`config.mk`:
```
export PLATFORM = sky130hd
export DESIGN_NAME = daq_rx_rate_sel_fsm_flat
export DESIGN_NICKNAME = d
export VERILOG_FILES = /design/src/rtl/daq_rx_rate_sel_fsm_pkg.sv /design/src/rtl/daq_rx_rate_sel_fsm_if.sv /design/src/rtl/daq_rx_rate_sel_fsm.sv /design/src/flat_wrapper.sv
export SDC_FILE = /design/constraint.sdc
export NUM_CORES = 1
export LEC_CHECK = 0
export CORE_MARGIN = 1
export CORE_UTILIZATION = 30
export CTS_BUF_LIST = sky130_fd_sc_hd__clkbuf_4 sky130_fd_sc_hd__clkbuf_8
export CTS_CLUSTER_SIZE = 8
export DETAILED_ROUTE_END_ITERATION = 7
export GPL_TIMING_DRIVEN = 0
export PLACE_DENSITY = 0.58
export SLEW_MARGIN = 20
export SYNTH_ARGS = -nofsm -noshare
export SYNTH_HDL_FRONTEND = slang
export SYNTH_SLANG_ARGS = --single-unit
```
`constraint.sdc`:
```
create_clock -name i_clk -period 4.33 [get_ports i_clk]
set_clock_uncertainty 0.1 [all_clocks]
set_input_delay 0.866 -clock i_clk [delete_from_list [all_inputs] [get_ports i_clk]]
set_output_delay 0.866 -clock i_clk [all_outputs]
set_load 0.02 [all_outputs]
```
`src/rtl/daq_rx_rate_sel_fsm_pkg.sv`:
```
// Shared definitions for the DAQ receive-side rate selector: state encodings,
// GTX RXRATE codes and default bring-up timing.
package daq_rx_rate_pkg;

  typedef enum logic [2:0] {
    S_REQ        = 3'd0,
    S_WAIT_RATE  = 3'd1,
    S_CDR_RST    = 3'd2,
    S_PCS_RST    = 3'd3,
    S_WAIT_ALIGN = 3'd4,
    S_UP         = 3'd5,
    S_FAIL       = 3'd6
  } rx_state_e;

  localparam logic [1:0] RXRATE_3_2  = 2'b11;
  localparam logic [1:0] RXRATE_1_25 = 2'b10;

  localparam int DEF_CDR_RST_CYCLES = 8;
  localparam int DEF_PCS_RST_CYCLES = 4;
  localparam int DEF_RATE_TIMEOUT   = 1023;
  localparam int DEF_ALIGN_TIMEOUT  = 4095;
  localparam int DEF_MAX_RETRY      = 3;

  // Only the two legal RXRATE codes can ever be produced.
  function automatic logic [1:0] rate_code(input logic fast);
    return fast ? RXRATE_3_2 : RXRATE_1_25;
  endfunction

endpackage

```
`src/rtl/daq_rx_rate_sel_fsm_if.sv`:
```
// Signals between the DAQ rate control / RX GTX wrapper and the rate selector.
// The master side is the selector itself; the slave side is its environment.
interface daq_rx_rate_sel_fsm_if;

  logic       daq_rate;
  logic       rxratedone;
  logic       rxbyteisaligned;
  logic [1:0] rxrate_sel;
  logic       rxcdrreset;
  logic       rxpcsrst;
  logic       rxbufreset;
  logic       rate_1_25;
  logic       rate_3_2;
  logic       link_up;
  logic       rx_fail;
  logic [1:0] retry_cnt;
  logic [2:0] rxrt_state;

  modport master (
    input  daq_rate, rxratedone, rxbyteisaligned,
    output rxrate_sel, rxcdrreset, rxpcsrst, rxbufreset,
           rate_1_25, rate_3_2, link_up, rx_fail, retry_cnt, rxrt_state
  );

  modport slave (
    output daq_rate, rxratedone, rxbyteisaligned,
    input  rxrate_sel, rxcdrreset, rxpcsrst, rxbufreset,
           rate_1_25, rate_3_2, link_up, rx_fail, retry_cnt, rxrt_state
  );

endinterface

```
`src/rtl/daq_rx_rate_sel_fsm.sv`:
```
// GTX receiver rate selector: retunes RXRATE on a DAQ_RATE change, then runs
// CDR reset, PCS/buffer reset and byte-alignment wait with bounded retries.
module daq_rx_rate_sel_fsm
  import daq_rx_rate_pkg::*;
#(
  parameter int CDR_RST_CYCLES = DEF_CDR_RST_CYCLES,
  parameter int PCS_RST_CYCLES = DEF_PCS_RST_CYCLES,
  parameter int RATE_TIMEOUT   = DEF_RATE_TIMEOUT,
  parameter int ALIGN_TIMEOUT  = DEF_ALIGN_TIMEOUT,
  parameter int MAX_RETRY      = DEF_MAX_RETRY
) (
  input  logic                  i_clk,
  input  logic                  i_rst,
  daq_rx_rate_sel_fsm_if.master rx_if
);

  localparam logic [15:0] LP_RATE_TO   = 16'(RATE_TIMEOUT);
  localparam logic [15:0] LP_CDR_LAST  = 16'(CDR_RST_CYCLES - 1);
  localparam logic [15:0] LP_PCS_LAST  = 16'(PCS_RST_CYCLES - 1);
  localparam logic [15:0] LP_ALIGN_TO  = 16'(ALIGN_TIMEOUT);
  localparam logic [1:0]  LP_MAX_RETRY = 2'(MAX_RETRY);

  rx_state_e   r_state;
  logic        r_tgt;
  logic [15:0] r_cnt;
  logic [1:0]  r_retry;
  logic [1:0]  r_rxrate_sel;
  logic        r_cdr_rst;
  logic        r_pcs_rst;
  logic        r_buf_rst;
  logic        r_rate_1_25;
  logic        r_rate_3_2;
  logic        r_link_up;
  logic        r_rx_fail;

  rx_state_e   w_next;
  logic        w_tgt_next;
  logic [15:0] w_cnt_inc;
  logic [15:0] w_cnt_next;
  logic [1:0]  w_retry_next;

  always_comb begin
    // NOTE: every variable gets a default before the case so no path can
    // leave one unassigned and infer a latch.
    w_next       = r_state;
    w_tgt_next   = r_tgt;
    w_retry_next = r_retry;
    w_cnt_inc    = (r_cnt == 16'hFFFF) ? r_cnt : r_cnt + 16'd1;

    case (r_state)
      S_REQ: begin
        w_tgt_next   = rx_if.daq_rate;
        w_retry_next = '0;
        w_next       = S_WAIT_RATE;
      end
      S_WAIT_RATE: begin
        if (rx_if.rxratedone)       w_next = S_CDR_RST;
        else if (r_cnt == LP_RATE_TO) w_next = S_FAIL;
      end
      S_CDR_RST: begin
        if (r_cnt == LP_CDR_LAST) w_next = S_PCS_RST;
      end
      S_PCS_RST: begin
        if (r_cnt == LP_PCS_LAST) w_next = S_WAIT_ALIGN;
      end
      S_WAIT_ALIGN: begin
        if (rx_if.rxbyteisaligned) begin
          w_next = S_UP;
        end else if (r_cnt == LP_ALIGN_TO) begin
          if (r_retry < LP_MAX_RETRY) begin
            w_retry_next = r_retry + 2'd1;
            w_next       = S_CDR_RST;
          end else begin
            w_next = S_FAIL;
          end
        end
      end
      S_UP: begin
        w_retry_next = '0;
        if (!rx_if.rxbyteisaligned) w_next = S_CDR_RST;
      end
      S_FAIL: w_next = S_FAIL;
      default: w_next = S_REQ;
    endcase

    // A new requested rate pre-empts whatever the bring-up was doing.
    if (r_state != S_REQ && rx_if.daq_rate != r_tgt) w_next = S_REQ;

    // Every state entry starts its dwell count from zero.
    w_cnt_next = (w_next != r_state) ? '0 : w_cnt_inc;
  end

  always_ff @(posedge i_clk) begin
    if (i_rst) begin
      r_state      <= S_REQ;
      r_tgt        <= 1'b0;
      r_cnt        <= '0;
      r_retry      <= '0;
      r_rxrate_sel <= RXRATE_1_25;
      r_cdr_rst    <= 1'b1;
      r_pcs_rst    <= 1'b1;
      r_buf_rst    <= 1'b1;
      r_rate_1_25  <= 1'b0;
      r_rate_3_2   <= 1'b0;
      r_link_up    <= 1'b0;
      r_rx_fail    <= 1'b0;
    end else begin
      r_state      <= w_next;
      r_tgt        <= w_tgt_next;
      r_cnt        <= w_cnt_next;
      r_retry      <= w_retry_next;
      // Outputs are decoded from the state being entered, so they line up
      // with r_state rather than trailing it by a cycle.
      r_rxrate_sel <= (w_next == S_REQ) ? rate_code(rx_if.daq_rate) : rate_code(w_tgt_next);
      r_cdr_rst    <= (w_next == S_CDR_RST);
      r_pcs_rst    <= (w_next == S_PCS_RST);
      r_buf_rst    <= (w_next == S_PCS_RST);
      r_rate_1_25  <= (w_next == S_UP) && !w_tgt_next;
      r_rate_3_2   <= (w_next == S_UP) &&  w_tgt_next;
      r_link_up    <= (w_next == S_UP);
      r_rx_fail    <= (w_next == S_FAIL);
    end
  end

  assign rx_if.rxrate_sel = r_rxrate_sel;
  assign rx_if.rxcdrreset = r_cdr_rst;
  assign rx_if.rxpcsrst   = r_pcs_rst;
  assign rx_if.rxbufreset = r_buf_rst;
  assign rx_if.rate_1_25  = r_rate_1_25;
  assign rx_if.rate_3_2   = r_rate_3_2;
  assign rx_if.link_up    = r_link_up;
  assign rx_if.rx_fail    = r_rx_fail;
  assign rx_if.retry_cnt  = r_retry;
  assign rx_if.rxrt_state = r_state;

endmodule

```
`src/flat_wrapper.sv`:
```
// flat-port wrapper written by rule: the top's interface ports become plain ports
module daq_rx_rate_sel_fsm_flat import daq_rx_rate_pkg::*;
#(
  parameter int CDR_RST_CYCLES = DEF_CDR_RST_CYCLES,
  parameter int PCS_RST_CYCLES = DEF_PCS_RST_CYCLES,
  parameter int RATE_TIMEOUT   = DEF_RATE_TIMEOUT,
  parameter int ALIGN_TIMEOUT  = DEF_ALIGN_TIMEOUT,
  parameter int MAX_RETRY      = DEF_MAX_RETRY
)
  (i_clk, i_rst, rx_if_daq_rate, rx_if_rxratedone, rx_if_rxbyteisaligned, rx_if_rxrate_sel, rx_if_rxcdrreset, rx_if_rxpcsrst, rx_if_rxbufreset, rx_if_rate_1_25, rx_if_rate_3_2, rx_if_link_up, rx_if_rx_fail, rx_if_retry_cnt, rx_if_rxrt_state);
  daq_rx_rate_sel_fsm_if rx_if_i ();
  input  logic i_clk;
  input  logic i_rst;
  input wire logic [$bits(rx_if_i.daq_rate)-1:0] rx_if_daq_rate;
  input wire logic [$bits(rx_if_i.rxratedone)-1:0] rx_if_rxratedone;
  input wire logic [$bits(rx_if_i.rxbyteisaligned)-1:0] rx_if_rxbyteisaligned;
  output wire logic [$bits(rx_if_i.rxrate_sel)-1:0] rx_if_rxrate_sel;
  output wire logic [$bits(rx_if_i.rxcdrreset)-1:0] rx_if_rxcdrreset;
  output wire logic [$bits(rx_if_i.rxpcsrst)-1:0] rx_if_rxpcsrst;
  output wire logic [$bits(rx_if_i.rxbufreset)-1:0] rx_if_rxbufreset;
  output wire logic [$bits(rx_if_i.rate_1_25)-1:0] rx_if_rate_1_25;
  output wire logic [$bits(rx_if_i.rate_3_2)-1:0] rx_if_rate_3_2;
  output wire logic [$bits(rx_if_i.link_up)-1:0] rx_if_link_up;
  output wire logic [$bits(rx_if_i.rx_fail)-1:0] rx_if_rx_fail;
  output wire logic [$bits(rx_if_i.retry_cnt)-1:0] rx_if_retry_cnt;
  output wire logic [$bits(rx_if_i.rxrt_state)-1:0] rx_if_rxrt_state;
  assign rx_if_i.daq_rate = rx_if_daq_rate;
  assign rx_if_i.rxratedone = rx_if_rxratedone;
  assign rx_if_i.rxbyteisaligned = rx_if_rxbyteisaligned;
  assign rx_if_rxrate_sel = rx_if_i.rxrate_sel;
  assign rx_if_rxcdrreset = rx_if_i.rxcdrreset;
  assign rx_if_rxpcsrst = rx_if_i.rxpcsrst;
  assign rx_if_rxbufreset = rx_if_i.rxbufreset;
  assign rx_if_rate_1_25 = rx_if_i.rate_1_25;
  assign rx_if_rate_3_2 = rx_if_i.rate_3_2;
  assign rx_if_link_up = rx_if_i.link_up;
  assign rx_if_rx_fail = rx_if_i.rx_fail;
  assign rx_if_retry_cnt = rx_if_i.retry_cnt;
  assign rx_if_rxrt_state = rx_if_i.rxrt_state;
  daq_rx_rate_sel_fsm #(.CDR_RST_CYCLES(CDR_RST_CYCLES), .PCS_RST_CYCLES(PCS_RST_CYCLES), .RATE_TIMEOUT(RATE_TIMEOUT), .ALIGN_TIMEOUT(ALIGN_TIMEOUT), .MAX_RETRY(MAX_RETRY)) u_core (.i_clk(i_clk), .i_rst(i_rst), .rx_if(rx_if_i));
endmodule
```
* Yosys cells after proc, flatten, opt, wreduce, memory -nomap -nowiden *
Cells that the tools add are included.

word-level totals
  bits in registers = 30
  input bits = 5
  output and inout port bits = 14
  logic and storage cells = 63

operators by class
  $add $sub $neg = 2
  $lt $le $gt $ge = 1
  equality and inequality tests = 20
  mux-type cells = 18
  reduce and logical (&&, ||, !) cells = 11

operator list
  operator                 number
  $mux W3                  9
  $pmux W3 S7              1
  $add A16 B1 Y16 const B  1
  $eq A16 B10 Y1 const B   1
  $eq A16 B12 Y1 const B   1
  $eq A16 B16 Y1 const B   1
  $eq A16 B2 Y1 const B    1
  $eq A16 B3 Y1 const B    1
  $eq A3 B3 Y1 const B     5
  $eq A3 B2 Y1 const B     4
  $mux W2                  4
  $logic_not A3 Y1         2
  $ne A2 B1 Y1 const B     2
  $pmux W2 S2              1
  $reduce_and A4 Y1        1
  $reduce_or A2 Y1         2
  $eq A3 B1 Y1 const B     1
  $logic_and A1 B1 Y1      3
  $mux W1                  3
  $ne A3 B3 Y1             1
  $reduce_bool A3 Y1       1
  $add A2 B1 Y2 const B    1
  $lt A2 B2 Y1 const B     1
  $ne A2 B2 Y1 const B     1
  other kinds (3)          3

* Logic depth before layout (Yosys ltp) *
  depth after elaboration = 8
  depth in mapped cells = 8

* Least setup slack after synthesis *
Ideal clock, no wire load.

  path kind = input -> register
  from = in rx_if_daq_rate
  to = reg u_core.r_cnt[12]
  arrival time = 2.302 ns
  data required time = 4.167 ns
  path slack = 1.865 ns
  stages on the path = 7
  cell sequence = xor2_1 o21ai_0 nand2_1 a221oi_1 o311ai_4 buf_6 nor2_2

on the way
  cells in the longest elaborated chain, start to end = 5

ends and longest elaborated chain
  element                            line                        source
  start: declaration                 flat_wrapper.sv:14          input wire logic [$bits(rx_if_i.daq_rate)-1:0] rx_if_daq_rate;
  $ne A1 B1 Y1                       daq_rx_rate_sel_fsm.sv:87   if (r_state != S_REQ && rx_if.daq_rate != r_tgt) w_next = S_REQ;
  $logic_and A1 B1 Y1                daq_rx_rate_sel_fsm.sv:87
  $mux W3                            daq_rx_rate_sel_fsm.sv:87
  $ne A3 B3 Y1                       daq_rx_rate_sel_fsm.sv:90   w_cnt_next = (w_next != r_state) ? '0 : w_cnt_inc;
  $reduce_or A2 Y1 (no source line)  -
  end signal: assignment             daq_rx_rate_sel_fsm.sv:110  r_cnt <= w_cnt_next;
  end: declaration                   daq_rx_rate_sel_fsm.sv:25   logic [15:0] r_cnt;

No other way between the ends.
A chain may end at the register's enable or synchronous reset.

* Worst setup path after layout *
  from = in rx_if_daq_rate
  to = reg u_core.r_cnt[11]

The elaborated chain is that of the path after synthesis.

==> results.py <==
metrics = {
    "clock_network": {
        "cts-root-buf": "clkbuf_8",
        "htreeDepth": 2,
        "cts_tree": "done",
        "clock-sinks": 29,
        "post_cts_resize_count": 0,
        "cts.clk_slew.worst_paths_ns": 0.06,
        "post_cts_buffers": 0,
        "ctsLongestPathBuffers": 2,
        "clk-insertion-delay-late_ns": 0.29,
        "ctsHoldBuffers": 0,
        "cts_buffers": 5,
    },
    "synth": {
        "synth_top_cell_area_share_pct": 35.6,
        "synth_cells": 190,
        "synth_top_area_cell": "dfxtp_1",
        "synth.ff_latch_count": 29,
        "ys_async_sr_fraction_pct": 0,
        "syn_nets": 198,
        "syn_area_sq_um": 1630,
        "synth-edff-count": 0,
        "syn-mean-instance-area_sq_um": 8.58,
        "synth.area.top_cells": "dfxtp_1 (36%), xor2_1 (4.8%), nor2_1 (4.4%)",
        "ys_seq_area_share_pct": 35.6,
        "synth_cell_type_count": 45,
        "yosys_warnings": 0,
        "ys.flop_type": "dfxtp_1",
    },
    "detailed_routing": {
        "ant_nets": 0,
        "num_vias": 1421,
        "wl_per_cell_microns": 12.7,
        "drtIter0Drc": 90,
        "totalWireLength_microns": 3600,
        "drc": 0,
        "avgViaCountPerCell": 5.02,
        "first_pass_iters": 4,
    },
    "place": {
        "hpwlAfterDp_microns": 2560,
        "placed_cell_area_sq_um": 1890,
        "place_congestion": 0.841,
        "portBuffers": 17,
    },
    "grt": {
        "overflow": 0,
        "grt_pass1_wl_microns": 5940,
        "gr-usage-all-layers_pct": 14.1,
        "grt_antenna_before_repair": 0,
        "grt_max_degree": 11,
        "grt_pass1_vias": 1276,
    },
    "timing": {
        "hold-worst-slack_ns": 0.424,
        "tightest_slew_ns": 0.501,
        "finalHoldViolCount": 0,
        "relSlewSlack_pct": 66.6,
        "finalSetupViolCount": 0,
        "finalCriticalPeriod_ns": 2.85,
        "rsz0062_at_grt": "no",
        "post-route-period-util_pct": 65.8,
        "setup_tns_ns": 0,
        "max_freq_ghz": 0.351,
        "maxSlewViolCount": 0,
    },
    "cells_and_area": {
        "syn_to_final_growth_pct": 20.3,
        "design_area_sq_um": 1960,
        "n_antenna_cell": 0,
        "layout.nets": 222,
        "nFillCells": 543,
        "largest_register": "u_core.r_cnt",
        "drive_gt1_share_pct": 13.6,
        "final_common_cell": "dfxtp_1",
        "most-common-layout-cells": "dfxtp_1 (29), nor2_1 (19), clkdlybuf4s50_1 (17)",
        "largest_reg_flops": 16,
    },
    "critical_path": {
        "critPathKind": "in2reg",
        "cpPeakStageDelay_ns": 0.51,
        "cp_slowest_cell": "clkdlybuf4s50_1",
        "worstPathMaxFanout": 10,
        "start_kind": "primary input",
        "path_cells": "clkdlybuf4s50_1, xor2_1, o21ai_0, nor4b_1, nor3b_1, o311ai_4, buf_6, nor2_2",
        "critical_path_arrival_ns": 2.97,
        "cp-end-kind": "flip-flop",
        "crit_required_ns": 4.46,
    },
    "pwr": {
        "peakVddDrop_uv": 103,
        "power_per_cell_area_nw_per_um2": 348,
        "p_leak_nw": 0.684,
    },
    "floorplan": {
        "die_w_microns": 75.7,
        "core_area_sq_um": 5170,
        "start_util_pct": 31.5,
        "ioPinCount": 19,
        "die_area_sq_um": 5730,
        "row_count": 26,
        "die_h_microns": 75.7,
    },
    "worst_hold_path": {
        "min_path_type": "reg2reg",
    },
    "flow_run": {
        "drv_cap": 0,
    },
    "status": {
        "status": "finished clean",
    },
}
==> power by group <==
part	switching [mW]	total (mW)	internal (mW)	leakage (nW)
Combinational	0.107	0.182	0.0750	0.408
Sequential	0.0157	0.296	0.281	0.235
Clock	0.0993	0.205	0.105	0.0399
Total	0.222	0.683	0.461	0.684
==> metal layers <==
layer  up-vias  share of wire, %  GRT usage, %
li1        730                 -             -
met1       653                50          18.7
met2        31                44          21.0
met3         7               4.1          3.57
met4         0               2.1          7.20
met5         -                 0             0
==> layout make-up <==
class                      count  area [sq um]  share of cell area, %
multi-input combinational    150           991                   50.5
clock inverter                 1          5.00                  0.255
inverter                       3          11.3                  0.574
tap                           70          87.6                   4.46
timing repair buffer          17           170                   8.67
buffer                         8          47.5                   2.42
clock buffer                   5          68.8                   3.51
sequential                    29           581                   29.6
==> final timing paths <==
| path | from | endpoint | slack (ns) | depth (start not counted) |
|---|---|---|---|---|
| worst max-delay path | rx_if_daq_rate | u_core.r_cnt[11] | 1.48 | 8 |
| worst min-delay path | u_core.rx_if.retry_cnt[1] | u_core.rx_if.retry_cnt[1] | 0.42 | 2 |
| worst max register to register | u_core.r_cnt[0] | u_core.r_cnt[8] | 1.78 | 8 |
| worst min register to register | u_core.rx_if.retry_cnt[1] | u_core.rx_if.retry_cnt[1] | 0.42 | 2 |
==> stage by stage <==
step	std cells	setup WS (ns)	power, mW	util [%]
floorplan	190	1.87	0.433	-
global placement	277	1.18	0.486	36.5
detailed placement	277	1.20	0.486	36.5
CTS	283	1.50	0.691	37.9
global route	283	1.35	0.724	37.9
finish	283	1.48	0.683	37.9
==> cell families after synthesis <==
family	Yosys count	share of synthesized area, %
flip-flops	29	35.6
buffers and inverters	11	3.61
XOR/XNOR	12	6.45
multiplexers	3	1.84
other	1	0.230
AO/OA/AOI/OAI	28	11.7
adder cells (fa/ha/maj)	3	2.30
AND/OR/NAND/NOR	103	38.3
==> cell usage after synthesis (3+ instances only) <==
cell,number
or3_1,4
inv_1,3
nor3_1,7
nor2_2,10
clkbuf_1,3
xnor2_1,3
nand2b_1,3
a21oi_1,6
ha_1,3
nand3_1,14
nor3b_1,4
mux2i_1,3
nand2_1,6
and3_1,3
nand4_1,10
and2_1,3
dfxtp_1,29
nor2_1,19
o21ai_0,13
xor2_1,9
nor2b_1,6
==> worst max-delay path, delay by kind of cell <==
kind                   cells  cell delay [ns]
AND/OR/NAND/NOR            3             0.65
XOR/XNOR                   1             0.36
AO/OA/AOI/OAI              2             0.38
buffers and inverters      2             0.73
No activity file was read; power rests on OpenSTA's default activity.
